$ cat config.mk
export PLATFORM = sky130hd
export DESIGN_NAME = clk_enable_gen
export DESIGN_NICKNAME = d
export VERILOG_FILES = /design/src/rtl/clkdiv_pkg.sv /design/src/rtl/clk_en_channel.sv /design/src/rtl/clk_enable_gen.sv
export SDC_FILE = /design/constraint.sdc
export NUM_CORES = 1
export LEC_CHECK = 0
export ABC_AREA = 1
export CAP_MARGIN = 20
export CORE_MARGIN = 2
export CORE_UTILIZATION = 55
export DETAILED_ROUTE_END_ITERATION = 6
export PLACE_DENSITY_LB_ADDON = 0.1
export SYNTH_ARGS = -nofsm -noshare
export SYNTH_HDL_FRONTEND = slang
export SYNTH_SLANG_ARGS = --single-unit
$ cat constraint.sdc
create_clock -name clk -period 4.7 [get_ports clk]
set_input_delay 0.705 -clock clk [delete_from_list [all_inputs] [get_ports clk]]
set_output_delay 0.705 -clock clk [all_outputs]
set_load 0.03 [all_outputs]
$ cat src/rtl/clkdiv_pkg.sv
// Shared constants for the clock-enable generator: default divisor width,
// 100 MHz rate divisors and the per-channel action encoding.
package clkdiv_pkg;

   localparam int CNT_W = 20;

   localparam logic [CNT_W-1:0] DIV_PIX_100M   = 20'd4;
   localparam logic [CNT_W-1:0] DIV_SEG_100M   = 20'd262144;
   localparam logic [CNT_W-1:0] DIV_LOGIC_100M = 20'd1000000;

   // Channel 0 in the LSBs.
   localparam logic [3*CNT_W-1:0] DIV_RESET = {DIV_LOGIC_100M, DIV_SEG_100M, DIV_PIX_100M};

   // What a channel does on the coming edge (clr is handled separately).
   typedef enum logic [1:0] {
      ACT_COUNT = 2'd0,
      ACT_WRAP  = 2'd1,
      ACT_IDLE  = 2'd2,
      ACT_SYNC  = 2'd3
   } ch_act_e;

endpackage

$ cat src/rtl/clk_en_channel.sv
// One clock-enable channel: counter, active/pending divisor and registered
// tick / square-wave / pending outputs. New divisors only take effect on a wrap.
module clk_en_channel
   import clkdiv_pkg::*;
#(
   parameter int               CNT_W    = 20,
   parameter logic [CNT_W-1:0] DIV_INIT = 4
) (
   input  logic             clk,
   input  logic             clr,
   input  logic             sync,
   input  logic             wr,
   input  logic [CNT_W-1:0] wr_div,
   output logic             tick,
   output logic             sq,
   output logic             pend
);

   logic [CNT_W-1:0] cnt;
   logic [CNT_W-1:0] div_act;
   logic [CNT_W-1:0] div_pend;
   logic [CNT_W-1:0] next_div;
   logic             apply;
   ch_act_e          act;

   always_comb begin
      act = ACT_COUNT;
      if (sync)
         act = ACT_SYNC;
      else if (div_act == '0)
         act = ACT_IDLE;
      else if (cnt == div_act - CNT_W'(1))
         act = ACT_WRAP;
   end

   // A write landing on a wrap/sync edge bypasses the pending register.
   assign next_div = wr ? wr_div : div_pend;
   assign apply    = wr | pend;

   always_ff @(posedge clk) begin
      if (clr) begin
         cnt      <= '0;
         div_act  <= DIV_INIT;
         div_pend <= DIV_INIT;
         pend     <= 1'b0;
         tick     <= 1'b0;
         sq       <= 1'b0;
      end else begin
         if (wr)
            div_pend <= wr_div;
         case (act)
            ACT_SYNC: begin
               cnt  <= '0;
               tick <= 1'b0;
               sq   <= 1'b0;
               pend <= 1'b0;
               if (apply)
                  div_act <= next_div;
            end
            ACT_WRAP: begin
               cnt  <= '0;
               tick <= 1'b1;
               sq   <= ~sq;
               pend <= 1'b0;
               if (apply)
                  div_act <= next_div;
            end
            ACT_IDLE: begin
               // Disabled: a previously pending divisor goes live now, a
               // write in this cycle becomes pending for the next edge.
               cnt  <= '0;
               tick <= 1'b0;
               pend <= wr;
               if (pend)
                  div_act <= div_pend;
            end
            default: begin
               cnt  <= cnt + CNT_W'(1);
               tick <= 1'b0;
               if (wr)
                  pend <= 1'b1;
            end
         endcase
      end
   end

endmodule

$ cat src/rtl/clk_enable_gen.sv
// Multi-channel clock-enable generator: decodes divisor writes, fans out sync
// and instantiates one clk_en_channel per output.
module clk_enable_gen
   import clkdiv_pkg::*;
#(
   parameter int                      NUM_CH    = 3,
   parameter int                      CNT_W     = 20,
   parameter logic [NUM_CH*CNT_W-1:0] DIV_RESET = clkdiv_pkg::DIV_RESET,
   localparam int                     CH_W      = (NUM_CH > 1) ? $clog2(NUM_CH) : 1
) (
   input  logic              clk,
   input  logic              clr,
   input  logic              sync,
   input  logic              wr_en,
   input  logic [CH_W-1:0]   wr_ch,
   input  logic [CNT_W-1:0]  wr_div,
   output logic [NUM_CH-1:0] tick,
   output logic [NUM_CH-1:0] sq,
   output logic [NUM_CH-1:0] pend
);

   logic [NUM_CH-1:0] wr_sel;

   // Out-of-range channel numbers select nothing.
   always_comb begin
      wr_sel = '0;
      for (int i = 0; i < NUM_CH; i++)
         if (wr_en && (32'(wr_ch) == i))
            wr_sel[i] = 1'b1;
   end

   for (genvar g = 0; g < NUM_CH; g++) begin : g_ch
      clk_en_channel #(
         .CNT_W    (CNT_W),
         .DIV_INIT (DIV_RESET[g*CNT_W +: CNT_W])
      ) u_ch (
         .clk    (clk),
         .clr    (clr),
         .sync   (sync),
         .wr     (wr_sel[g]),
         .wr_div (wr_div),
         .tick   (tick[g]),
         .sq     (sq[g]),
         .pend   (pend[g])
      );
   end

endmodule

==> flow_summary.ini <==
[synthesis]
synth-edff-count = 0
ys_warn_count = 0
synth_top_area_share_pct = 33.5
avgSynthCellArea_um2 = 6.68
synth_area_leader_cell = dfxtp_1
syn_area_um2 = 11300
ys_types = 47
synthArstFlopShare_pct = 0
ys_dominant_reg_cell = dfxtp_1
ys_seq_area_share_pct = 33.5
synthCells = 1694
synth_fp_nets = 1735
ys_ff_latch = 189
synth.area.top_cells = dfxtp_1 (33%), nand2_1 (13%), nor2_1 (8.2%)

[timing]
slew_headroom_pct = 38.8
finalSetupViolCount = 0
fin_crit_sh_pct = 78.8
setup_tns_ns = 0
drv_slew = 0
worstMarginPinSlew_ns = 0.918
rsz0062_at_grt = false
fin_crit_ns = 3.71
hold_viol = 0
skew_ns = 0.0139
fmax_ghz = 0.270

[clock_tree]
postCtsHoldBufs = 0
cts_buffers = 17
cts_sinks = 189
root_buffer = clkbuf_16
clk_pin_slew_ns = 0.09
clock_latency_ns = 0.45
post-cts-setup-buffer-count = 0
clockBufferDepth = 2
cts_tree = yes
cts.htree.levels = 4
cts_resized = 0

[power]
p_leak_uw = 0.00545
p_per_area_nw_per_um2 = 335
peakVddDrop_mv = 0.290

[die]
start_util_pct = 55.9
die_area_um2 = 21700
row_count = 52
die_w_um = 147
io_pins = 35
fp.dieH_um = 147
core-area_um2 = 20200

[layout]
nets = 1725
final_cell_area_um2 = 12300
final_layout_size_suffix_gt1_share_pct = 8.84
fin_cells = 1967
fin_util_pct = 61.0
syn_to_final_growth_pct = 9.17
layout_commonest_cell = nand2_1
antenna_cells = 0
final_cell_mix = nand2_1 (383), nor2_1 (246), inv_1 (207)

[placed_design]
gp_routability_congestion = 0.873
place_inst = 1934
post_dp_cell_area_um2 = 11700
dp_hpwl_um = 19900
io_buffers = 34

[worst_setup_path]
r2r-start = g_ch[2].u_ch.div_act[0]
critPathRequiredTime_ns = 5.05
start_kind = flop
critPathKind = flop to flop
cp-end-kind = flop
crit_start = g_ch[2].u_ch.div_act[0]
cp.arrival_ns = 4.05
cp_max_fo = 38

[route]
drt_iter0_markers = 555
drtPass1Iterations = 5
drc_errors = 0
drt_wl_total_um = 27700
ant_nets = 0
via_per_inst = 5.24
vias = 10300
wl_per_cell_um = 14.1

[grt]
grt_pass1_wl_um = 46200
grt_pass1_vias = 9410
grtUsageMet3_pct = 3.61
grt_overflow_total = 0
grt_usage_pct = 26.2
grt_antenna_before_repair = 0
top_usage_layer = met2
met2_usage_pct = 43.9
grtUsageMet1_pct = 35.5
grt_max_degree = 60

[hold_path]
hp-start = g_ch[0].u_ch.div_pend[10]
min_path_type = flop to flop

[outcome]
outcome = completed

[run]
max_cap_violations = 0
## critical path, cell delays in order, from the launching register on
cell and delay, ns:
dfxtp_1 0.34, inv_1 0.16, ha_1 0.26, nand2_2 0.14, nor2_8 0.19, nand4_1 0.17
xor2_1 0.19, nand2_1 0.08, nor2_2 0.12, nand3_2 0.13, nand2_1 0.16, inv_1 0.10
ha_1 0.21, nor2_1 0.20, inv_1 0.44, o21ai_0 0.48, nand3_2 0.11, nand2_1 0.08
nor2_1 0.03
## report_power, final
part	switching, uW	leakage, uW	internal (uW)
registers	92.9	0.00155	1690
clock network	794	0.000312	749
logic	526	0.00360	294
## final cells by class
| class | instances | area [um2] |
|---|---|---|
| Fill cell | 1982 | 7890 |
| Multi-Input combinational cell | 1216 | 6330 |
| Sequential cell | 189 | 3780 |
| Inverter | 216 | 811 |
| Timing Repair Buffer | 44 | 435 |
| Clock buffer | 17 | 425 |
| Tap cell | 270 | 338 |
| Clock inverter | 15 | 229 |
## layer usage
metal	vias up	wire length [um]
met5	-	0
met4	0	453
met3	25	1010
met2	170	12700
met1	4708	13600
li1	5413	-
## flip-flops by register name, summed over array words and instances (netlist names)
name	count
g_ch.u_ch.div_pend	60
g_ch.u_ch.sq	3
g_ch.u_ch.pend	3
g_ch.u_ch.div_act	60
g_ch.u_ch.cnt	60
g_ch.u_ch.tick	3
## metrics by stage
step | total power [uW] | setup WS [ns] | hold WS (ns)
3_5_place_dp | 2620 | 1.06 | 0.451
2_1_floorplan | 2440 | 1.79 | 0.430
3_3_place_gp | 2610 | 1.10 | 0.448
6_report | 4140 | 0.995 | 0.469
5_1_grt | 4350 | 0.545 | 0.489
4_1_cts | 4160 | 1.04 | 0.468
## logic make-up after synthesis
logic type / Yosys count / share of synthesized area (%)
buffers and inverters: 289 / 10.6
adders and majority gates: 15 / 1.66
and+or+nand+nor: 893 / 37.1
DFF: 189 / 33.5
AOI/OAI and AO/OA: 248 / 12.3
xor gates and xnor gates: 55 / 4.38
muxes: 5 / 0.442
## synthesized netlist by cell type (10+ instances only)
library cell and count:
a21oi_1 90, clkbuf_1 42, nor2_1 246, a211oi_1 44, nand4_1 20, inv_1 208
nand3_1 87, o21ai_0 91, nand3b_1 17, ha_1 15, nand3_2 46, dfxtp_1 189
nand2_2 10, nand2_1 383, nor3_1 29, xor2_1 36, xnor2_1 18, nor2_2 17
## final timing paths
kind / slack [ns] / depth (start not counted) / to
hold reg to reg: 0.47 / 2 / g_ch[0].u_ch.div_pend[10]
setup / recovery: 0.99 / 18 / g_ch[2].u_ch.div_act[3]
hold / removal: 0.47 / 2 / g_ch[0].u_ch.div_pend[10]
setup reg to reg: 0.99 / 18 / g_ch[2].u_ch.div_act[3]
Power figures use the tool's default switching activity.
